==> src/rtl/memset_stream_ctrl.sv <==
// memset_stream_ctrl: turns a CSR start into a stream of replicated fill-byte
// beats. The final beat carries a partial strobe, or a full strobe when the
// transfer was cut short by an abort. The block also reports busy/done status.
module memset_stream_ctrl #(
  parameter int dataWidth = 512,
  parameter int lenWidth  = 32
) (
  input  logic                     clk,
  input  logic                     rst_n,
  input  logic [31:0]              csr_value_i,
  input  logic [lenWidth-1:0]      csr_len_i,
  input  logic                     csr_start_i,
  input  logic                     csr_abort_i,
  output logic                     data_o_valid,
  input  logic                     data_o_ready,
  output logic [dataWidth-1:0]     data_o_bits,
  output logic [dataWidth/8-1:0]   data_o_strb,
  output logic                     data_o_last,
  output logic                     busy_o,
  output logic                     done_o,
  output logic [lenWidth-1:0]      beats_sent_o
);

  localparam int B  = dataWidth / 8;
  localparam int LB = $clog2(B);

  typedef enum logic [1:0] {
    IDLE = 2'd0,
    RUN  = 2'd1,
    DONE = 2'd2
  } state_t;

  state_t              state_q, state_d;
  logic [7:0]          fill_q, fill_d;
  logic [lenWidth-1:0] remaining_q, remaining_d;
  logic [lenWidth-1:0] tail_q, tail_d;
  logic                abort_q, abort_d;
  logic [lenWidth-1:0] sent_q, sent_d;

  logic [lenWidth:0]   len_ext_s;
  logic [lenWidth-1:0] beats_s;
  logic [lenWidth-1:0] tail_s;
  logic [B-1:0]        tail_mask_s;
  logic                hs_s;
  logic                value_unused_s;

  // Only the low byte of the fill value is meaningful.
  assign value_unused_s = ^csr_value_i[31:8];

  // The beat count is computed one bit wider so that a maximal length cannot
  // wrap when the rounding term is added.
  assign len_ext_s = {1'b0, csr_len_i} + (lenWidth+1)'(B - 1);
  assign beats_s   = lenWidth'(len_ext_s >> LB);
  assign tail_s    = csr_len_i & lenWidth'(B - 1);

  // All outputs are decoded from registered state only, so none of them
  // depends combinationally on an input.
  assign data_o_valid = (state_q == RUN);
  assign data_o_last  = (state_q == RUN) && ((remaining_q == lenWidth'(1)) || abort_q);
  assign data_o_bits  = {B{fill_q}};
  assign busy_o       = (state_q != IDLE);
  assign done_o       = (state_q == DONE);
  assign beats_sent_o = sent_q;
  assign hs_s         = data_o_valid & data_o_ready;

  // Byte-enable mask covering the low `tail` bytes of a partial last beat.
  always_comb begin
    tail_mask_s = '0;
    for (int i = 0; i < B; i++) begin
      tail_mask_s[i] = (lenWidth'(i) < tail_q);
    end
  end

  // Strobe: a partial mask only on the natural last beat with a nonzero tail.
  // Every other beat is all ones, including a last beat forced by abort.
  always_comb begin
    data_o_strb = '1;
    if ((state_q == RUN) && (remaining_q == lenWidth'(1)) && (tail_q != '0)) begin
      data_o_strb = tail_mask_s;
    end else begin
      data_o_strb = '1;
    end
  end

  // Next-state logic: start latching in IDLE, beat accounting and abort in
  // RUN, one-cycle completion in DONE.
  always_comb begin
    state_d     = state_q;
    fill_d      = fill_q;
    remaining_d = remaining_q;
    tail_d      = tail_q;
    abort_d     = abort_q;
    sent_d      = sent_q;
    case (state_q)
      IDLE: begin
        if (csr_start_i) begin
          fill_d  = csr_value_i[7:0];
          tail_d  = tail_s;
          sent_d  = '0;
          abort_d = 1'b0;
          if (csr_len_i == '0) begin
            remaining_d = '0;
            state_d     = DONE;
          end else begin
            remaining_d = beats_s;
            state_d     = RUN;
          end
        end else begin
          state_d = IDLE;
        end
      end
      RUN: begin
        if (csr_abort_i) begin
          abort_d = 1'b1;
        end else begin
          abort_d = abort_q;
        end
        if (hs_s) begin
          remaining_d = remaining_q - lenWidth'(1);
          sent_d      = sent_q + lenWidth'(1);
          if (data_o_last) begin
            state_d = DONE;
          end else begin
            state_d = RUN;
          end
        end else begin
          state_d = RUN;
        end
      end
      DONE: begin
        // Clear leftovers so IDLE always presents a clean full strobe.
        remaining_d = '0;
        abort_d     = 1'b0;
        state_d     = IDLE;
      end
      default: begin
        remaining_d = '0;
        abort_d     = 1'b0;
        state_d     = IDLE;
      end
    endcase
  end

  // State register with asynchronous active-low reset.
  always_ff @(posedge clk or negedge rst_n) begin
    if (!rst_n) begin
      state_q     <= IDLE;
      fill_q      <= 8'h00;
      remaining_q <= '0;
      tail_q      <= '0;
      abort_q     <= 1'b0;
      sent_q      <= '0;
    end else begin
      state_q     <= state_d;
      fill_q      <= fill_d;
      remaining_q <= remaining_d;
      tail_q      <= tail_d;
      abort_q     <= abort_d;
      sent_q      <= sent_d;
    end
  end

endmodule

==> config.mk <==
export PLATFORM = sky130hd
export DESIGN_NAME = memset_stream_ctrl
export DESIGN_NICKNAME = d
export VERILOG_FILES = /design/src/rtl/memset_stream_ctrl.sv
export SDC_FILE = /design/constraint.sdc
export NUM_CORES = 1
export LEC_CHECK = 0
export ABC_AREA = 1
export BUFFER_PORTS_ARGS = -buffer_cell sky130_fd_sc_hd__buf_4
export CAP_MARGIN = 40
export CORE_AREA = 2 2 266 268
export DETAILED_ROUTE_END_ITERATION = 10
export DIE_AREA = 0 0 268 270
export PLACE_DENSITY = 0.41
export SYNTH_ARGS = -nofsm -noshare
export SYNTH_HDL_FRONTEND = slang
export SYNTH_SLANG_ARGS = --single-unit
export TNS_END_PERCENT = 50
==> constraint.sdc <==
create_clock -name clk -period 5.3 [get_ports clk]
set_input_delay 1.325 -clock clk [delete_from_list [all_inputs] [get_ports clk]]
set_output_delay 1.325 -clock clk [all_outputs]
set_load 0.005 [all_outputs]
Word-level counts from Yosys, hierarchy flattened
Index checks and enable logic that the tools add are counted.
{"block": "totals", "mem_bits_ro": 0, "wordCells": 109, "out_inout_bits": 612, "mem_count": 0, "regBits": 81, "latchBits": 0, "mem_bits_rw": 0, "input_bits": 69}
{"block": "classes", "n_shift": 0, "n_div": 0, "mux": 16, "bitwise_logic": 1, "mul": 0, "reduce_logical": 13, "n_addsub": 3, "order_cmp": 64, "n_eq_ne": 6}
{"cell": "6-bit less-than comparator, first input constant", "count": 32}
{"cell": "32-bit two-way mux", "count": 4}
{"cell": "32-bit one-hot mux with 2 select lines", "count": 2}
{"cell": "5-bit by 6-bit less-than comparator with 1-bit output, first input constant", "count": 16}
{"cell": "64-bit two-way mux", "count": 1}
{"cell": "4-bit by 6-bit less-than comparator with 1-bit output, first input constant", "count": 8}
{"cell": "32-bit by 6-bit adder with 33-bit output, second input constant", "count": 1}
{"cell": "32-bit by 1-bit adder with 32-bit output, second input constant", "count": 1}
{"cell": "32-bit by 1-bit == test with 1-bit output, second input constant", "count": 1}
{"cell": "32-bit logical NOT", "count": 1}
{"cell": "32-bit nonzero test", "count": 1}
{"cell": "32-bit by 1-bit subtractor with 32-bit output, second input constant", "count": 1}
{"cell": "27-bit two-way mux", "count": 1}
{"cell": "3-bit by 6-bit less-than comparator with 1-bit output, first input constant", "count": 4}
{"cell": "1-bit by 6-bit less-than comparator with 1-bit output, first input constant", "count": 2}
{"cell": "2-bit by 6-bit less-than comparator with 1-bit output, first input constant", "count": 2}
{"cell": "2-bit two-way mux", "count": 4}
{"cell": "2-bit AND reduction", "count": 3}
{"cell": "2-bit != test, second input constant", "count": 2}
{"cell": "2-bit one-hot mux with 2 select lines", "count": 1}
{"cell": "2-bit nonzero test", "count": 2}
{"cell": "1-bit logical AND", "count": 3}
{"cell": "3-bit AND reduction", "count": 1}
{"cell": "2-bit by 1-bit == test with 1-bit output, second input constant", "count": 1}
{"cell": "other kinds (7)", "count": 8}

Longest topological paths before layout
{"block": "logic_depth", "word_depth": 6, "ltp_mapped": 12, "ltp_nobuf": 12}

Worst setup path after synthesis
OpenSTA, ideal clock, no wires.
{"block": "synth_path", "path_kind": "register to output", "from": "register remaining_q[13]", "to": "output port data_o_strb[4]", "required_ns": 3.975, "stages_incl_launch_ff": 9, "path_buffers": 0, "arrival_ns": 1.570, "slack_ns": 2.405, "path_cell_list": "dfrtp_1 -> nor2_2 -> nand2_1 -> nor2_1 -> inv_1 -> nor3_4 -> nand2_1 -> nor2_2 -> o21ai_0"}
{"block": "synth_between", "elab_chain_len": 4}
{"element": "from (decl)", "line": "35", "text": "logic [lenWidth-1:0] remaining_q, remaining_d;"}
{"element": "from (signal assigned)", "line": "156", "text": "remaining_q <= remaining_d;"}
{"element": "32-bit by 1-bit == test with 1-bit output", "line": "78", "text": "if ((state_q == RUN) && (remaining_q == lenWidth'(1)) && (tail_q != '0)) begin"}
{"element": "1-bit logical AND (2 in a row)", "line": "78"}
{"element": "64-bit two-way mux", "line": "78"}
{"element": "to (decl)", "line": "17", "text": "output logic [dataWidth/8-1:0] data_o_strb,"}
Every way passes these cells.

Worst setup path in the final report
{"block": "layout_path", "from": "register remaining_q[10]", "to": "output port data_o_strb[20]"}
The elaborated chain is that of the path after synthesis.

==> metrics.md <==
| Metric | Value |
|---|---|
| Status | finished clean |
| Post-Syn Area | slightly above 10000 um^2 |
| Worst r2r src | state_q[1] |
| Startpoint types | flop |
| Reg2Reg Setup Slack | ~2000 ps |
| Rows | 97 |
| CTS tree | built |
| Yosys warns | 0 |
| Synth unique cells | 42 |
| Clock sink total | 81 |
| Die Height | 270 um |
| Cells after Synth | between 1.5k and 2k |
| Core ar. | ~70000 um^2 |
| Syn_nets | around 1.7k |
| Reg2reg end | beats_sent_o[19] |
| Worst Hold End | abort_q |
| P_int | 0.00371 W |
| Worst Hold Launch | abort_q |
| Max Fanout on Critical Path | 11 |
| Clk_lat worst skew | between 300 and 400 ps |
| R2r worst-path depth | 13 |
| Setup Fix Bufs, Post-CTS | 0 |
| Total iterations of the first detailed-routing run | 5 |
| Resized cells post-CTS | 0 |
| Final Hold Fails | 0 |
| Sw Share | 0.451 |
| Final Cycle Share | 0.814 |
| I/O Pins | slightly below 700 |
| Post-synth EDFFs | 0 |
| Comb pwr share | 0.721 |
| CTS H-tree depth | 3 |
| DRC viols | 0 |
| Final net count | around 1.8k |
| Post-CTS Hold Buffers | 0 |
| DP Wirelength | 35.3 mm |
| I/O Buffers | roughly 660 |
| Area growth syn-to-layout | 26.1% |
| Share of layout cells above drive strength 1 | 0.412 |
| Grt ovf | 0 |
| Number of global-route vias before repair | 8691 |
| Critical Path RT | around 4000 ps |
| Relative slew margins | 0.446 |
| Sequential power share | 0.175 |
| Chip width | roughly 270 um |
| Crit path time final | 4320 ps |
| Detailed Route WL | approximately 43 mm |
| Starting Density | 0.148 |
| # setup viols final | 0 |
| Worst-path clk slew | about 70 ps |
| #FFs+latches synth | 81 |
| Critical Path End Type | primary output |
| CTS root buffer | clkbuf_16 |
| Pwr Density | between 500 and 600 nW/um^2 |
| Layout Skew | 10.1 ps |
| First-pass GRT wire length | approximately 60 mm |
| GPL Wtd Cong | 0.890 |
| Initial antenna violation count | 1 |
| Hold Crit Depth | 2 |
| Net switching power | about 0.0031 W |
| Worst slew pin tran | ~820 ps |
| Max-Cap Viols | 0 |
| Proportion of synthesized area in mux cells | 0 |
| Via count | 9826 |
| Die area | 72400 um^2 |
| VDD IR max | around 0.27 mV |
| FMAX | 232 MHz |
| Detail Route Antenna Nets | 0 |
| Complex-gate fraction of the synthesized area | 0.0640 |
| DR iter-0 viols | around 480 |
| Worst hold path type | flop to flop |
| Adder-Cell Fraction of Synth Area | 0.00364 |
| Clock Power Share | 0.104 |
| Total Power | 0.00676 W |
| Largest family of logic cells by synthesized area | buffers and inverters |
| Syn avg cell area | approximately 6.4 um^2 |
| Pin count of the biggest net entering global routing | approximately 60 |
| Critical path type | flop to primary output |
| CTS Buf Count | 9 |
| Post-Synth Simple-Gate Area | 0.296 |
| Ys async rst share | 1.00 |
| Routed vias/inst | approximately 3.6 |
| Worst path arrival time | 2990 ps |
| Final Max Tran Viols | 0 |
| CTS Buffer Depth | 2 |
| Leakage power | about 6.7 nW |
| Synth Flop Type | dfrtp_1 |
| GRT Total Usage | 0.112 |
| Post-route setup TNS | 0 ps |
| RSZ-0062 raised after global routing | false |
| N_diodes | 0 |
| Sequential cell area fraction in the yosys report | 0.197 |
| Routed wire per std cell | between 15 and 20 um |
| Synth Area in XOR/XNOR | 0.00765 |
placed cells by master (no fill, tap or decap), types with 4 or more instances in the layout:
master,synthesis,layout
a21oi_1,34,34
inv_2,5,5
dfrtp_1,81,73
dfrtp_2,0,8
nor2_4,6,6
buf_4,506,666
nor3_1,23,23
inv_1,144,144
nand3b_1,4,4
clkbuf_16,0,9
xor2_1,8,8
o21ai_0,67,67
nor2_2,10,10
nand3_1,102,102
nand2_1,362,362
nand4_1,26,26
nor2_1,173,173
layout make-up:
class | instances | area (um^2)
well taps | 940 | 1180
repair buffers | 670 | 5090
multi-input cells | 852 | 3830
fillers | 7889 | 56500
inverters | 149 | 559
clock inverters | 6 | 75.1
flip-flops and latches | 81 | 2040
clock buffers | 10 | 229
cells by family after synthesis:
kind of cell | count (synthesis)
AOI/OAI and AO/OA | 122
xor gates and xnor gates | 9
adders and majority gates | 3
buffers and inverters | 676
DFF | 81
other | 1
and+or+nand+nor | 717
worst max-delay path by stage:
stage,endpoint,startpoint,slack [ps]
detailed placement,data_o_strb[20],remaining_q[21],1390
CTS,data_o_strb[20],remaining_q[21],950
floorplan,data_o_strb[4],remaining_q[13],2400
finish,data_o_strb[20],remaining_q[10],980
global route,data_o_strb[20],remaining_q[13],760
global placement,data_o_strb[20],remaining_q[10],1380
through the flow:
step	worst slack [ps]	instance area [um^2]	hold slack, ps	cells	util
3_5_place_dp	1390	12700	502	2692	0.183
5_1_grt	755	13000	531	2708	0.187
6_report	985	13000	512	2708	0.187
2_1_floorplan	2400	10300	463	1609	-
3_3_place_gp	1380	12600	494	2688	0.181
4_1_cts	951	13000	524	2708	0.187
registers in the layout, indices dropped and copies added (netlist names):
name / cells
state_q: 2
beats_sent_o: 32
abort_q: 1
tail_q: 6
remaining_q: 32
fill_q: 8
Yosys cell counts, types with 3 or more instances:
master,count,area (um^2)
a21o_1,3,22.5
a21oi_1,34,170
a21oi_2,3,26.3
a31oi_1,3,18.8
buf_1,4,15.0
buf_2,5,25.0
buf_4,506,3800
clkbuf_1,11,41.3
dfrtp_1,81,2030
ha_1,3,37.5
inv_1,144,541
inv_2,5,18.8
nand2_1,362,1360
nand3_1,102,510
nand3b_1,4,30.0
nand4_1,26,163
nor2_1,173,649
nor2_2,10,62.6
nor2_4,6,67.6
nor3_1,23,115
o21ai_0,67,335
o21ai_1,3,15.0
or2_2,3,18.8
xor2_1,8,70.1
worst max-delay path, cell delays in order, from the launching register on:
cell	delay [ps]
dfrtp_1	420
nor2_1	270
nand2_1	90
nor2_1	110
nand3_2	150
nor2_4	220
nand2_2	260
nor2_4	350
o21ai_1	340
nand2_1	190
nand2_1	60
buf_4	130
power by group through the flow:
stage | clock network, W | logic (W) | registers, W
after CTS | 0.000747 | 0.00498 | 0.00120
after floorplan | 0 | 0.00390 | 0.00126
after global routing | 0.000762 | 0.00533 | 0.00124
after global placement | 0 | 0.00483 | 0.00133
after detailed placement | 0 | 0.00497 | 0.00121
final | 0.000704 | 0.00488 | 0.00118
layer usage:
metal | vias to the layer above | track usage | wire, um
li1 | 4824 | - | -
met1 | 4598 | 0.138 | 18300
met2 | 371 | 0.192 | 21100
met3 | 33 | 0.0278 | 3040
met4 | 0 | 0.0281 | 725
met5 | - | 0 | 0
(Power assumes the default switching activity.)
